`src/rtl/mold_feed_arbiter.sv`:
```
// A/B redundant MoldUDP64 feed arbiter: grants one feed per packet, buffers the 3 header
// beats, forwards packets that carry new messages and drops duplicates, reporting gaps.
module mold_feed_arbiter #(
    parameter int unsigned AXI_DATA_W  = 64,
    parameter int unsigned AXI_KEEP_W  = 8,
    parameter int unsigned SEQ_NUM_W   = 64,
    parameter int unsigned ML_W        = 16,
    parameter logic [15:0] EOS_MSG_CNT = 16'hffff
) (
    input  logic                  clk,
    input  logic                  nreset,
    input  logic                  udp_a_axis_tvalid,
    input  logic [AXI_KEEP_W-1:0] udp_a_axis_tkeep,
    input  logic [AXI_DATA_W-1:0] udp_a_axis_tdata,
    input  logic                  udp_a_axis_tlast,
    input  logic                  udp_a_axis_tuser,
    output logic                  udp_a_axis_tready,
    input  logic                  udp_b_axis_tvalid,
    input  logic [AXI_KEEP_W-1:0] udp_b_axis_tkeep,
    input  logic [AXI_DATA_W-1:0] udp_b_axis_tdata,
    input  logic                  udp_b_axis_tlast,
    input  logic                  udp_b_axis_tuser,
    output logic                  udp_b_axis_tready,
    output logic                  mold_axis_tvalid,
    output logic [AXI_KEEP_W-1:0] mold_axis_tkeep,
    output logic [AXI_DATA_W-1:0] mold_axis_tdata,
    output logic                  mold_axis_tlast,
    output logic                  mold_axis_tuser,
    input  logic                  mold_axis_tready,
    output logic [SEQ_NUM_W-1:0]  seq_expected_o,
    output logic                  synced_o,
    output logic                  gap_v_o,
    output logic [SEQ_NUM_W-1:0]  gap_seq_o,
    output logic                  drop_v_o
);

    typedef enum logic [3:0] {
        StIdle, StCap0, StCap1, StCap2, StDecide, StRpl0, StRpl1, StRpl2, StFwd, StDrop
    } state_e;

    state_e                state_q;
    logic                  sel_q;   // 0 = feed A, 1 = feed B
    logic                  rr_q;    // feed preferred when both are valid
    logic [SEQ_NUM_W-1:0]  expected_q;
    logic                  synced_q;
    logic [AXI_DATA_W-1:0] hdr_data_q [3];
    logic [AXI_KEEP_W-1:0] hdr_keep_q [3];
    logic                  hdr_last_q [3];
    logic                  hdr_user_q [3];

    logic                  in_valid, in_last, in_user, in_ready, grant_b;
    logic [AXI_DATA_W-1:0] in_data;
    logic [AXI_KEEP_W-1:0] in_keep;
    logic [1:0]            cap_idx, rpl_idx;
    logic [SEQ_NUM_W-1:0]  hdr_seq, seq_end;
    logic [ML_W-1:0]       hdr_cnt, cnt_eff;
    logic                  fwd;

    assign seq_expected_o = expected_q;
    assign synced_o       = synced_q;

    assign hdr_seq = {hdr_data_q[2][15:0], hdr_data_q[1][63:16]};
    assign hdr_cnt = hdr_data_q[2][31:16];
    assign cnt_eff = (hdr_cnt == EOS_MSG_CNT) ? '0 : hdr_cnt;
    assign seq_end = hdr_seq + {{(SEQ_NUM_W - ML_W){1'b0}}, cnt_eff};
    assign fwd     = !synced_q || (seq_end > expected_q);
    assign grant_b = udp_b_axis_tvalid && (!udp_a_axis_tvalid || rr_q);

    always_comb begin
        in_valid = sel_q ? udp_b_axis_tvalid : udp_a_axis_tvalid;
        in_data  = sel_q ? udp_b_axis_tdata  : udp_a_axis_tdata;
        in_keep  = sel_q ? udp_b_axis_tkeep  : udp_a_axis_tkeep;
        in_last  = sel_q ? udp_b_axis_tlast  : udp_a_axis_tlast;
        in_user  = sel_q ? udp_b_axis_tuser  : udp_a_axis_tuser;
        cap_idx  = (state_q == StCap1) ? 2'd1 : (state_q == StCap2) ? 2'd2 : 2'd0;
        rpl_idx  = (state_q == StRpl1) ? 2'd1 : (state_q == StRpl2) ? 2'd2 : 2'd0;
        in_ready         = 1'b0;
        mold_axis_tvalid = 1'b0;
        mold_axis_tdata  = '0;
        mold_axis_tkeep  = '0;
        mold_axis_tlast  = 1'b0;
        mold_axis_tuser  = 1'b0;
        unique case (state_q)
            StCap0, StCap1, StCap2, StDrop: in_ready = 1'b1;
            StRpl0, StRpl1, StRpl2: begin
                mold_axis_tvalid = 1'b1;
                mold_axis_tdata  = hdr_data_q[rpl_idx];
                mold_axis_tkeep  = hdr_keep_q[rpl_idx];
                mold_axis_tlast  = hdr_last_q[rpl_idx];
                mold_axis_tuser  = hdr_user_q[rpl_idx];
            end
            StFwd: begin
                mold_axis_tvalid = in_valid;
                mold_axis_tdata  = in_data;
                mold_axis_tkeep  = in_keep;
                mold_axis_tlast  = in_last;
                mold_axis_tuser  = in_user;
                in_ready         = mold_axis_tready;
            end
            default: ;
        endcase
        udp_a_axis_tready = in_ready && !sel_q;
        udp_b_axis_tready = in_ready && sel_q;
    end

    always_ff @(posedge clk or negedge nreset) begin
        if (!nreset) begin
            state_q    <= StIdle;
            sel_q      <= 1'b0;
            rr_q       <= 1'b0;
            expected_q <= '0;
            synced_q   <= 1'b0;
            gap_v_o    <= 1'b0;
            gap_seq_o  <= '0;
            drop_v_o   <= 1'b0;
            for (int i = 0; i < 3; i++) begin
                hdr_data_q[i] <= '0;
                hdr_keep_q[i] <= '0;
                hdr_last_q[i] <= 1'b0;
                hdr_user_q[i] <= 1'b0;
            end
        end else begin
            gap_v_o  <= 1'b0;
            drop_v_o <= 1'b0;
            unique case (state_q)
                StIdle: begin
                    if (udp_a_axis_tvalid || udp_b_axis_tvalid) begin
                        sel_q   <= grant_b;
                        rr_q    <= !grant_b;
                        state_q <= StCap0;
                    end
                end
                StCap0, StCap1, StCap2: begin
                    if (in_valid) begin
                        hdr_data_q[cap_idx] <= in_data;
                        hdr_keep_q[cap_idx] <= in_keep;
                        hdr_last_q[cap_idx] <= in_last;
                        hdr_user_q[cap_idx] <= in_user;
                        if (state_q == StCap2) begin
                            state_q <= StDecide;
                        end else if (in_last) begin
                            // Too short to hold a full header
                            drop_v_o <= 1'b1;
                            state_q  <= StIdle;
                        end else begin
                            state_q <= (state_q == StCap0) ? StCap1 : StCap2;
                        end
                    end
                end
                StDecide: begin
                    if (fwd) begin
                        gap_v_o    <= synced_q && (hdr_seq > expected_q);
                        gap_seq_o  <= expected_q;
                        expected_q <= seq_end;
                        synced_q   <= 1'b1;
                        state_q    <= StRpl0;
                    end else begin
                        drop_v_o <= 1'b1;
                        state_q  <= hdr_last_q[2] ? StIdle : StDrop;
                    end
                end
                StRpl0: if (mold_axis_tready) state_q <= StRpl1;
                StRpl1: if (mold_axis_tready) state_q <= StRpl2;
                StRpl2: if (mold_axis_tready) state_q <= hdr_last_q[2] ? StIdle : StFwd;
                StFwd:  if (in_valid && in_last && mold_axis_tready) state_q <= StIdle;
                StDrop: if (in_valid && in_last) state_q <= StIdle;
                default: state_q <= StIdle;
            endcase
        end
    end

endmodule

```
`config.mk`:
```
export PLATFORM = sky130hd
export DESIGN_NAME = mold_feed_arbiter
export DESIGN_NICKNAME = d
export VERILOG_FILES = /design/src/rtl/mold_feed_arbiter.sv
export SDC_FILE = /design/constraint.sdc
export NUM_CORES = 1
export LEC_CHECK = 0
export CAP_MARGIN = 25
export CORE_MARGIN = 2
export CORE_UTILIZATION = 35
export DETAILED_ROUTE_END_ITERATION = 16
export SLEW_MARGIN = 20
export SYNTH_ARGS = -nofsm -noshare
export SYNTH_HDL_FRONTEND = slang
export SYNTH_SLANG_ARGS = --single-unit
```
`constraint.sdc`:
```
create_clock -name clk -period 6.89 [get_ports clk]
set_input_delay 1.378 -clock clk [delete_from_list [all_inputs] [get_ports clk]]
set_output_delay 1.378 -clock clk [all_outputs]
set_load 0.03 [all_outputs]
```
Yosys cells after proc, flatten, opt, wreduce, memory -nomap -nowiden
Index checks and enable logic that the tools add are counted.
Word-level totals
  input port bits: 153
  word-level logic and storage cells: 126
  register bits after elaboration: 359
  output and inout bits: 208
Cells by class
  eq/ne operators: 17
  magnitude comparators: 5
  bitwise logic cells: 2
  reductions and logical operators: 22
  muxes and demuxes: 59
  $add $sub $neg: 1
Operator list (count)
  $mux 64: 4
  $bwmux 192: 1
  $bmux 64 s2: 1
  $demux 64 s2: 1
  $gt 64x64->1: 2
  $pmux 64 s2: 1
  $add 64x16->64: 1
  $mux 4: 10
  $mux 8: 4
  $pmux 4 s8: 1
  $bwmux 24: 1
  $bmux 8 s2: 1
  $demux 8 s2: 1
  $eq 16x16->1 const B: 1
  $eq 4x3->1 const B: 4
  $mux 16: 1
  $pmux 8 s2: 1
  $mux 1: 15
  $ne 2x2->1 const B: 7
  $mux 2: 5
  $pmux 1 s2: 5
  $eq 4x2->1 const B: 2
  $eq 4x4->1 const B: 2
  $logic_and 1x1->1: 7
  other kinds (15): 27

Logic depth before layout (Yosys ltp)
Gate-level depths: netlist of the first run.
  word-level depth: 9
  depth in mapped cells: 27
  depth with buffers taken out: 22

Worst setup path before layout of the first run
No wires, ideal clock.
  path type: register to register
  start: reg hdr_data_q (netlist bit hdr_cnt[15])
  end: reg expected_q[40] (netlist: seq_expected_o[40])
  buffers on the path: 5
  arrival: 5.354 ns
  cell stages (with the launch flop): 27
  data required time: 6.765 ns
  period minus slack after synthesis: 5.478 ns
  setup time: 0.125 ns
  path slack: 1.412 ns
  cells stage by stage: dfrtp_1 -> nand4_1 -> nor4_1 -> clkbuf_1 -> nor2b_1 -> ha_1 -> inv_1 -> fa_1 -> nand2b_1 -> a21oi_1 -> o211ai_1 -> a21oi_1 -> o21ai_1 -> clkbuf_1 -> nor3_1 -> xor2_1 -> ha_1 -> nand4_1 -> or4_1 -> nor4_1 -> nand4_1 -> inv_1 -> o31a_1 -> buf_2 -> buf_8 -> buf_6 -> mux2_2
On the way
  longest elaborated chain between the ends: 6
RTL lines
  start: declaration: line 46  | logic [AXI_DATA_W-1:0] hdr_data_q [3];
  start signal: indexed assignment: line 135  | hdr_data_q[cap_idx] <= in_data;
  $eq 16x16->1: line 64  | assign cnt_eff = (hdr_cnt == EOS_MSG_CNT) ? '0 : hdr_cnt;
  $mux 16 *: line 64
  $add 64x16->64 *: line 65  | assign seq_end = hdr_seq + {{(SEQ_NUM_W - ML_W){1'b0}}, cnt_eff};
  via seq_end[42]: line 55  | logic [SEQ_NUM_W-1:0] hdr_seq, seq_end;
  $gt 64x64->1 *: line 66  | assign fwd = !synced_q || (seq_end > expected_q);
  $logic_or 1x1->1 *: line 66
  $reduce_and 2->1 (no source line) *
  end signal: assignment: line 154  | expected_q <= seq_end;
  end: declaration: line 44  | logic [SEQ_NUM_W-1:0] expected_q;
The timed path passes the listed nets; every way through them passes the cells marked *.
A chain may end at the register's enable or synchronous reset.

Final worst setup path of the first run
  start: reg hdr_data_q (netlist bit hdr_cnt[7])
  end: reg expected_q[14] (netlist: seq_expected_o[14])
Same word-level chain as after synthesis.

==> summary by stage, run 1 <==
CTS
After clock tree synthesis, the setup repair step added 0 buffers. The tree is rooted in a clkbuf_16. The number of sinks on the clock net is 359. The number of buffers inserted during clock tree synthesis is 43. Clock-pin slew was measured on the worst setup and hold paths at 60 ps. TritonCTS built the clock tree. The maximum buffer depth of the clock tree is 3. The maximum level of the CTS H-tree is 2. The clock latency reported for the late side of the worst-skew pair is 570 ps.

Yosys
The most used flip-flop cell after synthesis is dfrtp_1. By instance count, the leading cell after synthesis is nand2_1. The sequential element share of the synthesized area is 43.2%. The unique cell type count in the Yosys netlist is 58. Synthesis produced 2242 cells. The cell area that synthesis handed to floorplanning was 20800 µm². The synthesized design contains 359 register bits.

The cell type with the largest total area after synthesis is dfrtp_1. The number of warnings printed during yosys synthesis is 0. After synthesis, the mean cell area works out to 9.28 µm². In this run, synthesis inferred 0 flip-flops with an integrated enable. Sorting the synthesized cells by area gives the leading types as dfrtp_1 (43%), ha_1 (8.7%), o21ai_0 (7.8%).

In the synthesized netlist, the cells that appear most often are nand2_1 (414), dfrtp_1 (359), o21ai_0 (325), ha_1 (144), nand3_1 (100). The top cell type by area accounts for 43.2% of the synthesized area. The share of synthesized flip-flops with an asynchronous set or reset is 100%. The number of nets handed over by synthesis was 2540.

Timing
The final worst clock skew is 22.9 ps. The final number of hold-violating endpoints is 0. The count of pins over their slew limit is 0. The share of the clock period used by the worst path after layout is 91.1%.

Derived from the worst setup path, the maximum achievable clock frequency is 159 MHz. The tightest hold path in the finished design has a slack of 477 ps. Setup violations remaining at the end of the flow were counted as 0. At the pin with the least slew margin, the transition time is 994 ps.

The minimum period implied by the final worst setup slack is 6280 ps. The total negative setup slack is 0 ps. Setup repair after global routing left no endpoint under its margin.

The worst relative slew slack is 33.8%.

Pwr
In this run the power density over the cells is 492 nW/µm². The maximum ir drop on the vdd rail is 0.207 mV. In this run the static leakage power is 12.2 nW.

Floorplanning
The initial utilization of the core area, before any placement, comes to 35.3%. The full die area is 61400 µm². The die extent in x is 248 µm.

The number of core rows is 89. The floorplan die height is 248 µm. The core region is 58900 µm². 361 I/O pins were placed.

Placement
The post-DP HPWL is 47.0 mm. The placed instances occupy a cell area of 25100 µm². During placement, the flow inserted port buffers numbering 360.

The last weighted congestion value of the routability-driven placer is 0.900.

Worst setup path
STA classifies the critical path endpoint as a register. By startpoint and endpoint, the worst setup path is classified as reg -> reg. Following the worst setup path forward leads to its endpoint at seq_expected_o[14]. The data arrival time of the critical path is 6720 ps.

The worst register-to-register path begins at hdr_cnt[7]. The endpoint of the worst register-to-register path is seq_expected_o[14]. The type of element launching the critical path is a register. The worst register-to-register path has a setup slack of 610 ps. At the worst endpoint, the required time is 7340 ps.

The cell depth of the worst flop-to-flop path is 24. In this run the worst path has a maximum fanout of 70. The critical path starts at hdr_cnt[7].

Route
The routed length on met3 is 3.24 mm. After detailed routing, the number of vias per cell comes to 5.31. The via count of the routed design is 17700. The wire length reported by the detailed router is 65.5 mm. The detailed-routed wire length on met2 is 31.1 mm. The remaining number of nets flagged by the antenna check after routing is 0.

The first-pass detailed-route iteration total is 5. The detailed router used layers up to and including met5. In the final routing, the length of wire on met1 measures 28.6 mm.

The routed length per placed instance is 19.6 µm. The DRC violation total after the first TritonRoute iteration is 907. After detailed routing, the number of remaining DRC violations is 0.

Global route
The first global-routing pass estimated 103 mm of wire. The via count of the first global-routing pass is 18000. Entering global routing, the biggest net connects 174 pins. The aggregate global-route resource usage is 21.4%. The total overflow left after global routing is 0.

The initial antenna violation count is 1.

Run status
The flow ran to the end, and the final reports show no timing, DRC or antenna violations.

Min path
The min-delay analysis places its worst path in the category reg -> reg.

Final layout
For this run, the post-layout net count is 2832. The share of final-layout standard cells stronger than drive strength 1 is 6.43%. The final instance area is 26600 µm². The synthesis-to-finish area growth is 28.0%. The number of antenna diodes is 0.

Run
The max-cap check violation count is 0.
-- state kept, by name (all words and copies together) (netlist names) --
signal          count
hdr_cnt            16
gap_seq_o          64
hdr_last_q          3
gap_v_o             1
seq_expected_o     64
hdr_user_q          3
synced_o            1
sel_q               1
hdr_data_q        176
rr_q                1
drop_v_o            1
state_q             4
hdr_keep_q         24
-- worst max-delay path, stage by stage (launching register included) --
cell and delay [ps]:
dfrtp_1 420, nand4_1 190, nor4_2 70, buf_4 200, nor2b_1 140, ha_1 210, inv_1 60, fa_1 390
nand2b_1 180, a21oi_1 250, o211ai_1 210, a21oi_1 340, o21ai_1 100, buf_4 220, nor4_1 310, xor2_1 150
ha_1 330, nand4_1 180, or4_1 590, nor4_1 300, nand4_1 140, inv_1 100, o31a_2 210, buf_12 370
mux2_2 390
-- layout make-up --
type / instances / area [µm²]
clock buffer: 61 / 1290
clock inverter: 18 / 196
fill: 5609 / 32300
inverter: 85 / 319
multi-input combinational: 1666 / 11000
sequential: 359 / 8990
tap: 773 / 967
timing repair buffer: 379 / 3880
-- metal layers --
layer / GRT usage, % / vias to the layer above
met3: 2.84 / 115
met4: 9.32 / 2
met2: 35.9 / 490
met1: 27.7 / 8581
met5: 0 / -
li1: - / 8546
-- per-stage QoR --
step | power, mW | utilization (%) | worst slack (ps) | instances
2_1_floorplan | 8.20 | - | 1410 | 2242
5_1_grt | 14.2 | 45.2 | 82.5 | 3341
4_1_cts | 13.2 | 45.2 | 529 | 3340
6_report | 13.1 | 45.2 | 612 | 3341
3_3_place_gp | 10.6 | 42.5 | 715 | 3259
3_5_place_dp | 10.8 | 42.6 | 617 | 3261
-- layout by cell type, fill, tap and decap left out, types with 8 or more instances in the layout --
master,n
a21o_1,32
mux2_2,50
mux2_1,77
nand3_1,97
xor2_1,23
nand4_1,43
nor2_1,39
dfrtp_1,358
inv_1,85
clkbuf_8,15
and4_1,10
a31oi_1,8
a21oi_1,52
nor3_1,24
mux2i_1,76
nand2b_1,9
ha_1,144
nand2_1,410
a211oi_1,8
and3_1,13
xnor2_1,36
buf_4,10
nor4_1,10
clkdlybuf4s50_1,359
clkbuf_16,43
o21ai_0,325
nor2b_1,29
o211ai_1,88
-- kinds of logic after synthesis --
| kind of cell | after synthesis | synth area share (%) |
|---|---|---|
| muxes | 203 | 10.5 |
| and+or+nand+nor | 716 | 15.5 |
| AOI/OAI and AO/OA | 543 | 15.2 |
| xor gates and xnor gates | 59 | 2.48 |
| adders and majority gates | 145 | 8.76 |
| buffers and inverters | 217 | 4.35 |
| DFF | 359 | 43.2 |
-- what timing repair did --
item / 4_1_cts / 5_1_grt
resized for setup: 0 / 1
setup endpoints to repair: 0 / 67
hold buffers: 0 / 0
-- worst min-delay path by stage --
| stage | cells past startpoint | slack, ps | from | end |
|---|---|---|---|---|
| after floorplan | 2 | 450 | hdr_data_q[128] | hdr_data_q[128] |
| after global routing | 2 | 500 | hdr_data_q[74] | hdr_data_q[74] |
| after global placement | 2 | 460 | hdr_keep_q[19] | hdr_keep_q[19] |
| after CTS | 2 | 480 | hdr_data_q[184] | hdr_data_q[184] |
| final | 2 | 480 | hdr_data_q[176] | hdr_data_q[176] |
| after detailed placement | 2 | 470 | hdr_keep_q[20] | hdr_keep_q[20] |
-- power by group --
part	total [mW]	switching, mW	internal (mW)
logic	6.71	3.95	2.76
clock network	2.37	0.946	1.43
registers	4.02	0.992	3.02
Note: power is estimated with default switching activity, not from simulation.
==> inputs of run 2 (changes only) <==
--- a/config.mk
+++ b/config.mk
@@ -5,11 +5,11 @@
 export SDC_FILE = /design/constraint.sdc
 export NUM_CORES = 1
 export LEC_CHECK = 0
+export ABC_CLOCK_PERIOD_IN_PS = 6890
 export CAP_MARGIN = 25
 export CORE_MARGIN = 2
 export CORE_UTILIZATION = 35
 export DETAILED_ROUTE_END_ITERATION = 16
-export SLEW_MARGIN = 20
 export SYNTH_ARGS = -nofsm -noshare
 export SYNTH_HDL_FRONTEND = slang
 export SYNTH_SLANG_ARGS = --single-unit
==> run 2 against run 1 <==
Worst setup slack worse by 11 ps. Sequential share of layout area up 0.091 points. Global-route usage up 0.066 points. Clock-buffer cell count down 1. Clock skew down 0.72 ps. Clock power down 2%. Combinational power about the same. Flip-flop and latch count unchanged. Critical path depth unchanged. Critical path type unchanged.
==> summary by stage, run 2 (synthesis gave the netlist of run 1 again) <==
Run status
The flow ran to the end, and the final reports show no timing, DRC or antenna violations.

Timing
The final worst clock skew is 22.2 ps (-0.716 ps). The count of pins over their slew limit was 0 (unchanged). The setup slack after layout was 601 ps (-11.2 ps).

The worst relative slew slack is 27.1% (-6.6 points). The transition at the pin with the smallest max-transition slack is 1090 ps (+99.2 ps). Setup repair after global routing left no endpoint under its margin. The minimum period implied by the final worst setup slack is 6290 ps (+11.2 ps). The tightest hold margin is 475 ps (-1.33 ps).

The total negative setup slack came to 0 ps (unchanged). The share of the clock period used by the worst path after layout is 91.3% (+0.16 points). The peak clock frequency supported by timing was 159 MHz (-0.18%). The final setup violation count is 0 (unchanged). The final number of hold-violating endpoints was 0 (unchanged).

Placement
The total cell area at the placement stage is 25100 µm² (about the same). The post-placement worst setup slack is 606 ps (-11.6 ps). The number of port buffers came to 360 (unchanged). The cell total after placement was 3261 (unchanged). The last weighted congestion value of the routability-driven placer is 0.900 (unchanged).

The post-DP HPWL is 47.0 mm (about the same).

Global route
The initial antenna violation count is 1 (unchanged). The met1 track demand over resource in global routing is 28.1% (+0.33 points). met2 is the most crowded layer. The fraction of met2 tracks used by global routing was 36.4% (+0.52 points).

The via count of the first global-routing pass is 17900 (-0.59%). The met3 usage in global routing is 2.82% (-0.022 points). The total grt overflow is 0 (unchanged).

The aggregate global-route resource usage came to 21.5% (+0.066 points). The wire length of the first global-routing pass is 103 mm (+0.31%). The maximum number of pins on one net before global-route repair is 174 (unchanged).

CTS
The clock transition at the registers of the reported paths was 60 ps (about the same). The TritonCTS clock tree is built. The number of sinks on the clock net was 359 (unchanged). The quantity of hold-fixing buffers added after cts was 0 (unchanged). The maximum level of the CTS H-tree came to 2 (unchanged).

The maximum buffer depth of the clock tree is 3 (unchanged). The buffers inserted during post-CTS setup optimization was 0 (unchanged). The number of buffers inserted during clock tree synthesis was 41 (-4.7%). The count of cells resized by post-cts repair came to 0 (unchanged). The cell chosen for the clock root is clkbuf_16. The clock latency reported for the late side of the worst-skew pair is 570 ps (about the same).

Floorplanning
The floorplan die height came to 248 µm (unchanged). The die extent in x came to 248 µm (unchanged). The full die area was 61400 µm² (unchanged). The core region area is 58900 µm² (unchanged). The number of core rows is 89 (unchanged). The initial standard-cell utilization of the core is 35.3% (unchanged). The I/O pin total is 361 (unchanged).

Worst setup path
The cell depth of the worst flop-to-flop path is 24 (unchanged). The setup slack of the most critical reg-to-reg path is 600 ps (about the same). The type of element launching the critical path is a register. Among all stages on the critical path, the largest delay is contributed by or4_1. The worst path required time is 7320 ps (-20 ps). The highest cell delay on the worst timing path was 590 ps (about the same). The critical path goes through nand4_1 -> nor4_2 -> buf_4 -> nor2b_1 -> ha_1 -> inv_1 -> fa_1 -> nand2b_1 -> a21oi_1 -> o211ai_1 -> a21oi_1 -> o21ai_1 -> buf_4 -> nor4_1 -> xor2_1 -> ha_1 -> nand4_1 -> or4_1 -> nor4_1 -> nand4_1 -> inv_1 -> o31a_2 -> buf_12 -> mux2_1. The most repeated library cell on the critical path is nand4_1. The largest fanout on the critical path is 70 (unchanged). The critical path in this run is classified as reg -> reg. The data arrival time of the critical path is 6720 ps (about the same). STA classifies the critical path endpoint as a register. The startpoint identified for the worst register-to-register timing path is hdr_cnt[2]. The endpoint of the worst register-to-register path is gap_seq_o[31].

Final layout
The final cell utilization of the core came to 45.1% (-0.12 points). The synthesis-to-finish area growth is 27.7%. The final instance area is 26600 µm² (-0.27%).

The number of inserted filler cells in the final layout came to 5638 (+0.52%). The register ranked first by flip-flop count is hdr_data_q. The most frequent standard cell in the layout excluding fill and tap cells is nand2_1. In the layout the commonest cells are nand2_1 (410), clkdlybuf4s50_1 (359), dfrtp_1 (358). The sequential cell area in the final layout is 8990 µm² (unchanged). The share of final-layout standard cells stronger than drive strength 1 was 5.98% (-0.45 points). The non-filler instance count after layout is 3333 (-0.24%).

The count of nets after finishing is 2829 (-0.11%). The number of antenna diodes is 0 (unchanged). The flip-flop count of the largest register after layout is 176 (unchanged). The area taken by multi-input logic gates is 11000 µm² (unchanged).

Route
The remaining number of nets flagged by the antenna check after routing is 0 (unchanged). The wire length reported by the detailed router is 65.7 mm (+0.32%). The remaining design rule violation count came to 0 (unchanged). The first-pass detailed-route iteration total is 6 (+1). The DRC violation total after the first TritonRoute iteration is 988 (+8.9%). The ratio of routed vias to standard cells was 5.27 (-0.63%). The via count of the routed design is 17600 (-0.87%).

The routed length per placed instance is 19.7 µm (+0.56%).

Min path
The number of instances on the worst hold path is 2 (unchanged). The worst min-delay path startpoint is hdr_data_q[176]. The path with the worst hold slack has its endpoint at hdr_data_q[176].

The worst hold path class is reg -> reg.

Pwr
The internal power contribution is 7.22 mW (+0.12%). The net switching power is 5.85 mW (-0.77%). The static leakage is 12.1 nW (-0.34%). The switching part of the total power was 44.8% (-0.22 points). The fraction of power consumed by the clock network is 17.9% (-0.2 points). The combinational share of power is 51.4% (+0.2 points).

The overall power after layout came to 13.1 mW (-0.28%). The maximum ir drop on the vdd rail came to 0.211 mV (+1.9%). The register share of total power was 30.8% (about the same). The power density over the cells came to 492 nW/µm² (about the same).

Run
The max-cap check violation count was 0 (unchanged).
-- run 2: changes by cell type in the layout (fill, tap and decap cells not counted) --
| cell | before | now |
|---|---|---|
| clkbuf_8 | 15 | 10 |
| clkinv_2 | 6 | 3 |
| buf_12 | 7 | 6 |
| bufinv_16 | 3 | 5 |
| inv_6 | 3 | 1 |
| clkinv_4 | 4 | 2 |
| clkbuf_1 | 3 | 7 |
| clkinvlp_4 | 2 | 1 |
-- run 2: final cells by class --
class / instances / area share [%]
timing repair buffer: 378 / 14.5
clock buffer: 60 / 4.67
sequential: 359 / 33.8
inverter: 85 / 1.20
tap: 773 / 3.64
multi-input combinational: 1666 / 41.4
clock inverter: 12 / 0.749
-- run 2: worst max-delay path: cells and delay by family, from the launching register on --
family | cells | cell delay (ps)
and+or+nand+nor | 9 | 2100
AOI/OAI and AO/OA | 5 | 1160
buffers and inverters | 5 | 960
adders and majority gates | 3 | 920
DFF | 1 | 420
muxes | 1 | 380
xor gates and xnor gates | 1 | 150
-- run 2: how the worst max path moves through the flow --
stage	end	start	slack, ps
after floorplan	seq_expected_o[40]	hdr_cnt[15]	1410
after global placement	seq_expected_o[31]	hdr_cnt[7]	710
after detailed placement	seq_expected_o[14]	hdr_cnt[7]	610
after CTS	gap_seq_o[31]	hdr_cnt[7]	610
after global routing	gap_seq_o[31]	hdr_cnt[7]	130
final	gap_seq_o[31]	hdr_cnt[2]	600
-- run 2: power groups by stage --
stage	Clock [mW]	Combinational [mW]	Sequential (mW)
2_1_floorplan	0	3.96	4.24
3_3_place_gp	0	6.58	4.03
3_5_place_dp	0	6.73	4.07
4_1_cts	2.39	6.77	4.04
5_1_grt	2.48	7.47	4.17
6_report	2.33	6.71	4.02
-- run 2: routing by layer --
metal / wire length (µm) / vias to the layer above
met1: 29100 / 8493
met4: 2190 / 2
met2: 31400 / 453
met3: 3050 / 110
li1: - / 8522
met5: 13 / -
